**src/rtl/image_loader_pkg.sv**
```systemverilog
// Shared types and constants for the UART image loader.
// IMAGE_LOADER_CHECKSUM_EN adds the RX_CHK state to the loader FSM.
package image_loader_pkg;

  localparam logic [7:0] SYNC_BYTE          = 8'hA5;
  localparam int         DEFAULT_NUM_PIXELS = 784;

`ifdef IMAGE_LOADER_CHECKSUM_EN
  typedef enum logic [2:0] {IDLE, RX_PIX, RX_CHK, START, WAIT_DONE, ERROR} loader_state_e;
`else
  typedef enum logic [2:0] {IDLE, RX_PIX, START, WAIT_DONE, ERROR} loader_state_e;
`endif

  typedef enum logic [1:0] {URX_IDLE, URX_START, URX_DATA, URX_STOP} urx_state_e;

endpackage

```
**src/rtl/uart_rx.sv**
```systemverilog
// 8N1 UART receiver with input synchronizer, start-bit glitch rejection and
// registered byte_valid / frame_err strobes one cycle after the stop sample.
module uart_rx
  import image_loader_pkg::*;
#(
  parameter int CLKS_PER_BIT = 434
) (
  input  logic       clk,
  input  logic       resetn,
  input  logic       rxd,
  output logic       byte_valid,
  output logic [7:0] byte_data,
  output logic       frame_err
);

  localparam int CW = $clog2(CLKS_PER_BIT + 1);
  localparam logic [CW-1:0] HALF_LAST = CW'(CLKS_PER_BIT / 2 - 1);
  localparam logic [CW-1:0] FULL_LAST = CW'(CLKS_PER_BIT - 1);

  logic          rxd_meta_q, rxd_sync_q, rxd_prev_q;
  urx_state_e    state_q, state_d;
  logic [CW-1:0] clk_cnt_q, clk_cnt_d;
  logic [2:0]    bit_cnt_q, bit_cnt_d;
  logic [7:0]    shift_q, shift_d;
  logic          byte_valid_q, byte_valid_d;
  logic          frame_err_q, frame_err_d;

  // Synchronizer resets to the idle-high line level so reset release is not a start edge.
  always_ff @(posedge clk or negedge resetn) begin
    if (!resetn) begin
      rxd_meta_q   <= 1'b1;
      rxd_sync_q   <= 1'b1;
      rxd_prev_q   <= 1'b1;
      state_q      <= URX_IDLE;
      clk_cnt_q    <= '0;
      bit_cnt_q    <= '0;
      shift_q      <= '0;
      byte_valid_q <= 1'b0;
      frame_err_q  <= 1'b0;
    end else begin
      rxd_meta_q   <= rxd;
      rxd_sync_q   <= rxd_meta_q;
      rxd_prev_q   <= rxd_sync_q;
      state_q      <= state_d;
      clk_cnt_q    <= clk_cnt_d;
      bit_cnt_q    <= bit_cnt_d;
      shift_q      <= shift_d;
      byte_valid_q <= byte_valid_d;
      frame_err_q  <= frame_err_d;
    end
  end

  always_comb begin
    state_d      = state_q;
    clk_cnt_d    = clk_cnt_q + 1'b1;
    bit_cnt_d    = bit_cnt_q;
    shift_d      = shift_q;
    byte_valid_d = 1'b0;
    frame_err_d  = 1'b0;
    unique case (state_q)
      URX_IDLE: begin
        clk_cnt_d = '0;
        if (rxd_prev_q && !rxd_sync_q) state_d = URX_START;
      end
      URX_START: begin
        if (clk_cnt_q == HALF_LAST) begin
          clk_cnt_d = '0;
          bit_cnt_d = '0;
          state_d   = rxd_sync_q ? URX_IDLE : URX_DATA;
        end
      end
      URX_DATA: begin
        if (clk_cnt_q == FULL_LAST) begin
          clk_cnt_d = '0;
          shift_d   = {rxd_sync_q, shift_q[7:1]};
          bit_cnt_d = bit_cnt_q + 1'b1;
          if (bit_cnt_q == 3'd7) state_d = URX_STOP;
        end
      end
      URX_STOP: begin
        if (clk_cnt_q == FULL_LAST) begin
          clk_cnt_d    = '0;
          byte_valid_d = rxd_sync_q;
          frame_err_d  = !rxd_sync_q;
          state_d      = URX_IDLE;
        end
      end
      default: state_d = URX_IDLE;
    endcase
  end

  assign byte_valid = byte_valid_q;
  assign byte_data  = shift_q;
  assign frame_err  = frame_err_q;

endmodule

```
**src/rtl/image_loader.sv**
```systemverilog
// Receives a sync-prefixed pixel frame over UART, writes it to the network RAM,
// starts the network and captures its result. IMAGE_LOADER_CHECKSUM_EN adds a sum byte.
module image_loader
  import image_loader_pkg::*;
#(
  parameter int CLKS_PER_BIT   = 434,
  parameter int NUM_PIXELS     = DEFAULT_NUM_PIXELS,
  parameter int TIMEOUT_CYCLES = 5000000
) (
  input  logic       clk,
  input  logic       resetn,
  input  logic       uart_rxd,
  input  logic       nn_done,
  input  logic [3:0] nn_argmax,
  output logic       wr_en,
  output logic [9:0] wr_addr,
  output logic [7:0] wr_data,
  output logic       nn_start,
  output logic       busy,
  output logic       result_valid,
  output logic [3:0] result,
  output logic       err
);

  localparam int TW = $clog2(TIMEOUT_CYCLES + 1);
  localparam logic [TW-1:0] TIMEOUT_LAST = TW'(TIMEOUT_CYCLES - 1);
  localparam logic [9:0]    LAST_ADDR    = 10'(NUM_PIXELS - 1);

  logic       byte_valid, frame_err;
  logic [7:0] byte_data;

  uart_rx #(.CLKS_PER_BIT(CLKS_PER_BIT)) u_rx (
    .clk       (clk),
    .resetn    (resetn),
    .rxd       (uart_rxd),
    .byte_valid(byte_valid),
    .byte_data (byte_data),
    .frame_err (frame_err)
  );

  loader_state_e state_q, state_d;
  logic [9:0]    cnt_q, cnt_d;
  logic [TW-1:0] timer_q, timer_d;
  logic          wr_en_q, wr_en_d, nn_start_q, nn_start_d;
  logic [9:0]    wr_addr_q, wr_addr_d;
  logic [7:0]    wr_data_q, wr_data_d;
  logic          busy_q, busy_d, result_valid_q, result_valid_d, err_q, err_d;
  logic [3:0]    result_q, result_d;
  logic          timeout;
`ifdef IMAGE_LOADER_CHECKSUM_EN
  logic [7:0]    sum_q, sum_d;
`endif

  always_ff @(posedge clk or negedge resetn) begin
    if (!resetn) begin
      state_q        <= IDLE;
      cnt_q          <= '0;
      timer_q        <= '0;
      wr_en_q        <= 1'b0;
      wr_addr_q      <= '0;
      wr_data_q      <= '0;
      nn_start_q     <= 1'b0;
      busy_q         <= 1'b0;
      result_valid_q <= 1'b0;
      result_q       <= '0;
      err_q          <= 1'b0;
`ifdef IMAGE_LOADER_CHECKSUM_EN
      sum_q          <= '0;
`endif
    end else begin
      state_q        <= state_d;
      cnt_q          <= cnt_d;
      timer_q        <= timer_d;
      wr_en_q        <= wr_en_d;
      wr_addr_q      <= wr_addr_d;
      wr_data_q      <= wr_data_d;
      nn_start_q     <= nn_start_d;
      busy_q         <= busy_d;
      result_valid_q <= result_valid_d;
      result_q       <= result_d;
      err_q          <= err_d;
`ifdef IMAGE_LOADER_CHECKSUM_EN
      sum_q          <= sum_d;
`endif
    end
  end

  assign timeout = (timer_q == TIMEOUT_LAST);

  always_comb begin
    state_d        = state_q;
    cnt_d          = cnt_q;
    timer_d        = timer_q;
    wr_en_d        = 1'b0;
    wr_addr_d      = wr_addr_q;
    wr_data_d      = wr_data_q;
    nn_start_d     = 1'b0;
    busy_d         = busy_q;
    result_valid_d = result_valid_q;
    result_d       = result_q;
    err_d          = err_q;
`ifdef IMAGE_LOADER_CHECKSUM_EN
    sum_d          = sum_q;
`endif
    unique case (state_q)
      IDLE: begin
        if (byte_valid && byte_data == SYNC_BYTE) begin
          state_d        = RX_PIX;
          cnt_d          = '0;
          timer_d        = '0;
          busy_d         = 1'b1;
          err_d          = 1'b0;
          result_valid_d = 1'b0;
`ifdef IMAGE_LOADER_CHECKSUM_EN
          sum_d          = '0;
`endif
        end
      end
      RX_PIX: begin
        timer_d = timer_q + 1'b1;
        // A byte wins over a same-cycle timeout; every byte here is pixel data.
        if (byte_valid) begin
          wr_en_d   = 1'b1;
          wr_addr_d = cnt_q;
          wr_data_d = byte_data;
          cnt_d     = cnt_q + 1'b1;
          timer_d   = '0;
`ifdef IMAGE_LOADER_CHECKSUM_EN
          sum_d     = sum_q + byte_data;
          if (cnt_q == LAST_ADDR) state_d = RX_CHK;
`else
          if (cnt_q == LAST_ADDR) state_d = START;
`endif
        end else if (frame_err || timeout) begin
          state_d = ERROR;
        end
      end
`ifdef IMAGE_LOADER_CHECKSUM_EN
      RX_CHK: begin
        timer_d = timer_q + 1'b1;
        if (byte_valid)                 state_d = (byte_data == sum_q) ? START : ERROR;
        else if (frame_err || timeout) state_d = ERROR;
      end
`endif
      START: begin
        nn_start_d = 1'b1;
        state_d    = WAIT_DONE;
      end
      WAIT_DONE: begin
        if (nn_done) begin
          result_d       = nn_argmax;
          result_valid_d = 1'b1;
          busy_d         = 1'b0;
          state_d        = IDLE;
        end
      end
      ERROR: begin
        err_d   = 1'b1;
        busy_d  = 1'b0;
        state_d = IDLE;
      end
      default: state_d = IDLE;
    endcase
  end

  assign wr_en        = wr_en_q;
  assign wr_addr      = wr_addr_q;
  assign wr_data      = wr_data_q;
  assign nn_start     = nn_start_q;
  assign busy         = busy_q;
  assign result_valid = result_valid_q;
  assign result       = result_q;
  assign err          = err_q;

endmodule

```
**config.mk**
```make
export PLATFORM = sky130hd
export DESIGN_NAME = image_loader
export DESIGN_NICKNAME = d
export VERILOG_FILES = /design/src/rtl/image_loader_pkg.sv /design/src/rtl/uart_rx.sv /design/src/rtl/image_loader.sv
export SDC_FILE = /design/constraint.sdc
export NUM_CORES = 1
export LEC_CHECK = 0
export ABC_AREA = 1
export CORE_UTILIZATION = 60
export CTS_CLUSTER_SIZE = 10
export DETAILED_ROUTE_END_ITERATION = 10
export PLACE_DENSITY = 0.81
export SLEW_MARGIN = 20
export SYNTH_ARGS = -nofsm -noshare
export SYNTH_HDL_FRONTEND = slang
export SYNTH_HIERARCHICAL = 1
export SYNTH_SLANG_ARGS = --single-unit
```
**constraint.sdc**
```tcl
create_clock -name clk -period 3.2 [get_ports clk]
set_input_delay 0.64 -clock clk [delete_from_list [all_inputs] [get_ports clk]]
set_output_delay 0.64 -clock clk [all_outputs]
set_load 0.01 [all_outputs]
```
==> results of run 1 <==
-- power groups by stage --
stage          Sequential [mW]  Clock (mW)  Combinational [mW]
6_report                  1.20       0.749               0.194
5_1_grt                   1.21       0.808               0.225
4_1_cts                   1.20       0.768               0.195
3_5_place_dp              1.22           0               0.193
3_3_place_gp              1.22           0               0.183
2_1_floorplan             1.21           0               0.130
-- worst max-delay path, stage by stage, from the launching register on --
cell and delay, ns:
dfrtp_1 0.42, inv_2 0.09, nor3_2 0.04, buf_4 0.19, nand2_1 0.07, buf_4 0.26, inv_1 0.28, nor2_8 0.31
inv_1 0.10, nand2_1 0.08, nand2_1 0.06
-- cell usage in the layout, fill, tap and decap left out, types with 4 or more instances in the layout --
master and count:
a21oi_1 9, buf_4 5, clkbuf_8 11, clkdlybuf4s50_1 33
dfrtp_1 87, ha_1 7, inv_1 59, inv_2 7
nand2_1 218, nand2_2 4, nand3_1 34, nand4_1 12
nor2_1 62, nor3_1 6, o21ai_0 28, o21ai_1 12
o21ai_2 5, xor2_1 5
-- logic make-up (layout without fill, tap and decap cells) --
family                   count (synthesis)  count (layout)  share of synthesized area [%]
AO/OA/AOI/OAI                           60              60                           7.42
buffers and inverters                   77             122                           7.37
XOR/XNOR                                 7               7                           1.31
adder cells (fa/ha/maj)                  7               7                           1.87
AND/OR/NAND/NOR                        360             360                           33.9
flip-flops                              90              90                           48.1
-- routing by layer --
metal,routed length [µm],GRT usage [%],up-vias
met4,130,7.53,0
met1,4420,34.2,1829
met5,0,0,-
li1,-,-,1977
met3,433,3.03,16
met2,4640,42.7,103
-- metrics by stage --
| stage | cells | total power, mW | utilization [%] | hold slack [ns] |
|---|---|---|---|---|
| after floorplan | 601 | 1.34 | - | 0.344 |
| after global placement | 729 | 1.40 | 68.8 | 0.346 |
| after detailed placement | 729 | 1.42 | 68.8 | 0.348 |
| after CTS | 745 | 2.16 | 71.5 | 0.348 |
| after global routing | 745 | 2.24 | 71.5 | 0.368 |
| final | 745 | 2.14 | 71.5 | 0.310 |
-- final timing paths --
check	startpoint	to	depth (start not counted)
setup / recovery	state_q[0]	cnt_q[7]	10
hold / removal	resetn	timer_q[18]	1
setup reg to reg	state_q[0]	cnt_q[7]	10
hold reg to reg	u_rx/rxd_meta_q	u_rx/rxd_sync_q	0
max in group asynchronous	resetn	timer_q[2]	2
min in group clk	u_rx/rxd_meta_q	u_rx/rxd_sync_q	0
-- Yosys cell counts, types with 3 or more instances --
cell type | count | area (µm²)
xor2_1 | 5 | 43.8
dfstp_2 | 3 | 78.8
buf_6 | 4 | 45.0
nand3_2 | 3 | 30.0
nand2_2 | 4 | 25.0
nor2_4 | 3 | 33.8
nor3_1 | 6 | 30.0
nor2_1 | 62 | 233
o21ai_1 | 12 | 60.1
nor2_8 | 3 | 60.1
o21ai_0 | 28 | 140
nand2_1 | 218 | 818
a21oi_1 | 9 | 45.0
nand3_1 | 34 | 170
ha_1 | 7 | 87.6
inv_2 | 7 | 26.3
inv_1 | 59 | 221
o21ai_2 | 5 | 43.8
dfrtp_1 | 87 | 2180
nand4_1 | 12 | 75.1
buf_2 | 3 | 15.0
-- state kept, by name, summed over array words and instances, names as in the netlist, 3 cells and up, named ones only --
register        cells
u_rx/byte_data      8
cnt_q              10
result              4
u_rx/bit_cnt_q      3
state_q             3
timer_q            23
u_rx/clk_cnt_q      9
wr_data             8
wr_addr            10
-- area by class of cell --
cell class                      count  area, µm²
Clock buffer                       11        151
Clock inverter                      5       45.0
Fill cell                         571       2110
Inverter                           68        263
Multi-Input combinational cell    434       2090
Sequential cell                    90       2260
Tap cell                           99        124
Timing Repair Buffer               38        368
==> reports/results.ini, run 1 <==
[synthesis]
ys_ff_latch = 90
yosysWarnings = 6
ys_seq_area_share_pct = 48.1
synthesis.nets = 616
synth_edf_count = 0
async_reset_ff_share_pct = 100
synthCells = 601
ys_types = 41
synth-main-ff-cell = dfrtp_1
post_synth.cell_area_avg_um2 = 7.80
syn-cell-area_um2 = 4690

[grt]
grt_overflow = 0
grt_pass1_wl_mm = 16.7
grt_antenna_before_repair = 0
grt_max_degree = 57
grt_pass1_vias = 3622
grt.total_usage_pct = 25.2

[clock_tree]
cts_resized = 0
cts_tree = yes
root_buffer = clkbuf_8
clk_pin_slew_ns = 0.09
cts_made_buffers = 9
cts_setup_buffers = 0
clock_path_buffers = 2
clock_sinks = 90
h-tree-depth = 3
clk_latency_ns = 0.36
hold_buffers = 0

[setup_path]
crit_arrival_ns = 2.26
r2r_setup_slack_ns = 1.18
critical_path_class = reg2reg
path_max_fanout = 29
start_kind = flop
critPathRequiredTime_ns = 3.44
endpoint_kind = flop

[finish]
syn_to_final_growth_pct = 12.9
drive_gt1_share_pct = 9.60
n_antenna_cell = 0
final_nets = 656
stdcell_area_um2 = 5290

[power]
p_int_mw = 1.56
switching_share_pct = 27.1
p_per_area_nw_per_um2 = 405
worst_ir_drop_vdd_mv = 0.284
p_leak_nw = 2.60
clkPwrFrac_pct = 34.9
p_sw_uw = 580
pwr-share-seq_pct = 56.0
p_comb_share_pct = 9.0

[timing]
setup_viol = 0
fin_worst_skew_ns = 0.0120
postLayoutSetupSlackWorst_ns = 1.18
slew-limit-headroom_pct = 52.9
fmax_mhz = 495
hold_viol = 0
rsz0062_at_grt = false
finalCritPeriodShare_pct = 63.1
tightest_slew_ns = 0.706
fin_crit_ns = 2.02
tns_ns = 0
slew_viol_final = 0

[die]
io_pins = 35
fp.dieW_um = 90.4
core_area_um2 = 7410
start_util_pct = 63.3
die_h_um = 90.4
die-area_um2 = 8170
row_count = 31

[route]
num_vias = 3925
first_iter_violations = 254
firstDrtPassIters = 6
viasPerCell = 5.27
routedWlPerCell_um = 12.9
finalWirelength_mm = 9.63
antenna_left = 0
route.detailed.drc = 0

[outcome]
outcome = complete, no violations

[place]
portBuffers = 34
place_hpwl_mm = 6.86
place_congestion = 0.925
pre_cts_ws_ns = 1.20
dpl_cell_area_um2 = 5100

[flow_run]
maxCapViolations = 0

[worst_hold_path]
hp-class = in2async

(Power assumes the default switching activity.)
==> run 2: changes to the inputs <==
--- a/config.mk
+++ b/config.mk
@@ -6,10 +6,10 @@
 export NUM_CORES = 1
 export LEC_CHECK = 0
 export ABC_AREA = 1
-export CORE_UTILIZATION = 60
+export CORE_UTILIZATION = 59
 export CTS_CLUSTER_SIZE = 10
 export DETAILED_ROUTE_END_ITERATION = 10
-export PLACE_DENSITY = 0.81
+export PLACE_DENSITY = 0.8
 export SLEW_MARGIN = 20
 export SYNTH_ARGS = -nofsm -noshare
 export SYNTH_HDL_FRONTEND = slang
==> constraint.sdc (replaced) <==
create_clock -name clk -period 1.9 [get_ports clk]
set_input_delay 0.38 -clock clk [delete_from_list [all_inputs] [get_ports clk]]
set_output_delay 0.38 -clock clk [all_outputs]
set_load 0.01 [all_outputs]
==> reports/results.ini, run 2 (synthesis results as in run 1) <==
[setup_path]
endpoint_kind = output pin
start_kind = flop
path_max_fanout = 2
path_buf_inv = 1
cp_cell_sequence = clkdlybuf4s50_1
cpMaxStageDelayCell = clkdlybuf4s50_1
critPathRequiredTime_ns = 1.52
r2r_start = u_rx/byte_data[1]
max_stage_delay_ns = 0.55
critical-path-top-delay-family = buffers and inverters
crit_arrival_ns = 1.28
critical_path_class = reg2out
timing.critical_path.from = busy

[grt]
grt_max_degree = 91
grt_antenna_before_repair = 0
grt_overflow = 0
grt.total_usage_pct = 25.1
grt_pass1_wl_mm = 16.7
grt_pass1_vias = 3831

[finish]
nFillCells = 662
drive_gt1_share_pct = 9.88
syn_to_final_growth_pct = 14.4
multiInputGateArea_um2 = 2090
largest_reg_flops = 23
final_nets = 658
regMostFlops = timer_q
n_antenna_cell = 0
final_cell_mix = nand2_1 (218), dfrtp_1 (87), nor2_1 (62)
final_common_cell = nand2_1
register_area_um2 = 2260

[route]
num_vias = 3951
route.detailed.drc = 0
firstDrtPassIters = 5
viasPerCell = 5.27
finalWirelength_mm = 9.44
antenna_left = 0
routedWlPerCell_um = 12.6
first_iter_violations = 216

[clock_tree]
cts_tree = yes
cts_made_buffers = 9
clk_pin_slew_ns = 0.09
cts_resized = 0
root_buffer = clkbuf_8
clock_sinks = 90
cts_setup_buffers = 0
clk_latency_ns = 0.36
hold_buffers = 0
clock_path_buffers = 2
h-tree-depth = 3

[die]
core_area_um2 = 7690
start_util_pct = 61.0
die_h_um = 91.1
io_pins = 35
die-area_um2 = 8310
fp.dieW_um = 91.1
row_count = 32

[timing]
postLayoutSetupSlackWorst_ns = 0.235
fin_worst_skew_ns = 0.0111
rsz0062_at_grt = false
tns_ns = 0
fmax_mhz = 601
setup_viol = 0
tightest_slew_ns = 0.464
fin_crit_ns = 1.66
finalCritPeriodShare_pct = 87.6
hold_viol = 0
slew-limit-headroom_pct = 69.1
slew_viol_final = 0

[place]
portBuffers = 34
pre_cts_ws_ns = 0.352
place_hpwl_mm = 6.74
place_congestion = 0.903

[outcome]
outcome = complete, no violations

[power]
p_leak_nw = 2.64
p_per_area_nw_per_um2 = 715
worst_ir_drop_vdd_mv = 0.606

[worst_hold_path]
hp-class = in2async

[flow_run]
maxCapViolations = 0

run 2: changes by cell type in the layout (fill, tap and decap cells not counted):
cell / before / now
bufinv_16: 0 / 2
buf_12: 0 / 1
buf_4: 5 / 6
clkinv_2: 0 / 1
clkinv_4: 3 / 2
clkinvlp_4: 1 / 0
inv_6: 1 / 0
run 2: path summary, 6_finish.rpt:
check,endpoint,slack (ns),cells past startpoint
min in group clk,u_rx/rxd_sync_q,0.36,0
min,wr_addr[8],0.05,2
max reg2reg,state_q[0],0.33,10
max in group asynchronous,u_rx/rxd_prev_q,1.47,2
max,busy,0.24,1
min reg2reg,u_rx/rxd_sync_q,0.36,0
run 2: per-stage QoR:
| step | total power [mW] | area [µm²] | hold WS, ns | std cells | utilization (%) |
|---|---|---|---|---|---|
| floorplan | 2.26 | 4690 | 0.0844 | 601 | - |
| global placement | 2.37 | 5130 | 0.350 | 734 | 66.7 |
| detailed placement | 2.38 | 5130 | 0.348 | 734 | 66.7 |
| CTS | 3.88 | 5370 | 0.0614 | 750 | 69.8 |
| global route | 4.02 | 5370 | 0.0943 | 750 | 69.8 |
| finish | 3.84 | 5370 | 0.0455 | 750 | 69.8 |
run 2: final cells by class:
cell class | instances | share of cell area [%]
inverters | 68 | 4.90
well taps | 102 | 2.38
multi-input cells | 434 | 38.9
clock buffers | 11 | 2.82
repair buffers | 40 | 7.37
flip-flops and latches | 90 | 42.0
clock inverters | 5 | 1.59
run 2: report_power, final:
part / switching [mW] / leakage [nW] / internal (mW)
Sequential: 0.0530 / 1.24 / 1.97
Clock: 0.674 / 0.121 / 0.822
Combinational: 0.220 / 1.28 / 0.101
run 2: metal layers:
metal | routed length, µm | vias up | track usage, %
met2 | 4600 | 115 | 42.0
li1 | - | 1984 | -
met1 | 4110 | 1830 | 32.4
met5 | 0 | - | 0
met3 | 504 | 22 | 3.85
met4 | 228 | 0 | 11.1
==> run 3: changes to the inputs <==
--- a/config.mk
+++ b/config.mk
@@ -10,6 +10,7 @@
 export CTS_CLUSTER_SIZE = 10
 export DETAILED_ROUTE_END_ITERATION = 10
 export PLACE_DENSITY = 0.8
+export RECOVER_POWER = 100
 export SLEW_MARGIN = 20
 export SYNTH_ARGS = -nofsm -noshare
 export SYNTH_HDL_FRONTEND = slang
==> reports/results.ini, run 3 (synthesis results as in run 1) <==
[finish]
n_antenna_cell = 0
final_cell_mix = nand2_1 (219), dfrtp_1 (87), nor2_1 (64)
syn_to_final_growth_pct = 13.1
nFillCells = 677
finish.utilization_pct = 69.0
register_area_um2 = 2260
final_nets = 658
drive_gt1_share_pct = 7.72
final_common_cell = nand2_1
largest_reg_flops = 23
regMostFlops = timer_q
multiInputGateArea_um2 = 2050

[die]
core_area_um2 = 7690
fp.dieW_um = 91.1
die-area_um2 = 8310
start_util_pct = 61.0
die_h_um = 91.1
io_pins = 35
row_count = 32

[timing]
slew_viol_final = 0
slew-limit-headroom_pct = 20.7
rsz0062_at_grt = false
tightest_slew_ns = 1.19
setup_viol = 0
tns_ns = 0
fmax_mhz = 573
hold_viol = 0
finalCritPeriodShare_pct = 91.9
fin_crit_ns = 1.75
fin_worst_skew_ns = 0.0116

[place]
portBuffers = 34
place_hpwl_mm = 6.74
place_congestion = 0.903

[grt]
grt_pass1_vias = 3831
grt_max_degree = 91
grt_antenna_before_repair = 0
grt.total_usage_pct = 25.1
grt_pass1_wl_mm = 16.7
grt_overflow = 0

[power]
p_per_area_nw_per_um2 = 723
p_comb_share_pct = 8.2
p_leak_nw = 2.73
p_int_mw = 2.89
clkPwrFrac_pct = 39.1
worst_ir_drop_vdd_mv = 0.597
pwr-share-seq_pct = 52.7
p_sw_uw = 947
switching_share_pct = 24.7

[setup_path]
cp_cell_sequence = dlygate4sd3_1
cpMaxStageDelayCell = dlygate4sd3_1
critPathRequiredTime_ns = 1.52
crit_arrival_ns = 1.37
max_stage_delay_ns = 0.61
critical-path-top-delay-family = buffers and inverters
path_max_fanout = 2
path_buf_inv = 1
endpoint_kind = output pin
start_kind = flop
critical_path_class = reg2out

[route]
num_vias = 3947
antenna_left = 0
routedWlPerCell_um = 12.6
viasPerCell = 5.26
firstDrtPassIters = 5
finalWirelength_mm = 9.47
route.detailed.drc = 0
first_iter_violations = 236

[clock_tree]
clk_pin_slew_ns = 0.08
clk_latency_ns = 0.36
cts_tree = yes
clock_path_buffers = 2
h-tree-depth = 3
cts_setup_buffers = 0
cts_resized = 0
clock_sinks = 90
cts_made_buffers = 9
root_buffer = clkbuf_8
hold_buffers = 0

[worst_hold_path]
hp-class = reg2reg

[flow_run]
maxCapViolations = 0

[outcome]
outcome = complete, no violations

-- run 3: changes by cell type in the layout (fill, tap and decap cells not counted), sizes merged --
cell / delta
buf: -5
clkbuf: +5
clkdlybuf4s50: -28
dlygate4sd3: +28
-- run 3: layer usage --
layer / GRT usage, % / vias up / share of wire [%]
met3: 3.85 / 22 / 4.3
met4: 11.1 / 0 / 2.0
met5: 0 / - / 0
li1: - / 1989 / -
met1: 32.4 / 1855 / 45
met2: 42.0 / 81 / 49
-- run 3: path summary, 6_finish.rpt --
| kind | from | to | slack (ns) | cells past startpoint |
|---|---|---|---|---|
| worst max-delay path | busy | busy | 0.15 | 1 |
| worst min-delay path | u_rx/rxd_meta_q | u_rx/rxd_sync_q | 0.37 | 0 |
| worst max register to register | state_q[1] | busy | 0.23 | 6 |
| worst min register to register | u_rx/rxd_meta_q | u_rx/rxd_sync_q | 0.37 | 0 |
| max in group asynchronous | resetn | state_q[2] | 0.76 | 2 |
| min in group asynchronous | resetn | wr_addr[8] | 0.40 | 2 |
-- run 3: metrics by stage --
stage | power (mW) | hold slack, ns | area, µm² | worst slack [ns] | cells
5_1_grt | 4.01 | 0.375 | 5300 | 0.0436 | 750
2_1_floorplan | 2.26 | 0.0844 | 4690 | 0.505 | 601
3_3_place_gp | 2.37 | 0.350 | 5130 | 0.408 | 734
6_report | 3.83 | 0.368 | 5300 | 0.155 | 750
3_5_place_dp | 2.38 | 0.348 | 5130 | 0.352 | 734
4_1_cts | 3.88 | 0.0614 | 5370 | 0.231 | 750
-- run 3: cell type report --
type	count	area share (%)
Sequential cell	90	42.5
Clock inverter	5	1.60
Tap cell	102	2.41
Multi-Input combinational cell	434	38.6
Inverter	68	4.96
Timing Repair Buffer	40	7.06
Clock buffer	11	2.86
-- run 3: power groups by stage --
stage                     clock network (mW)  registers (mW)  logic, mW
after CTS                               1.53            2.02      0.327
after global routing                    1.61            2.03      0.376
after detailed placement                   0            2.06      0.325
after floorplan                            0            2.05      0.218
after global placement                     0            2.06      0.310
final                                   1.50            2.02      0.315
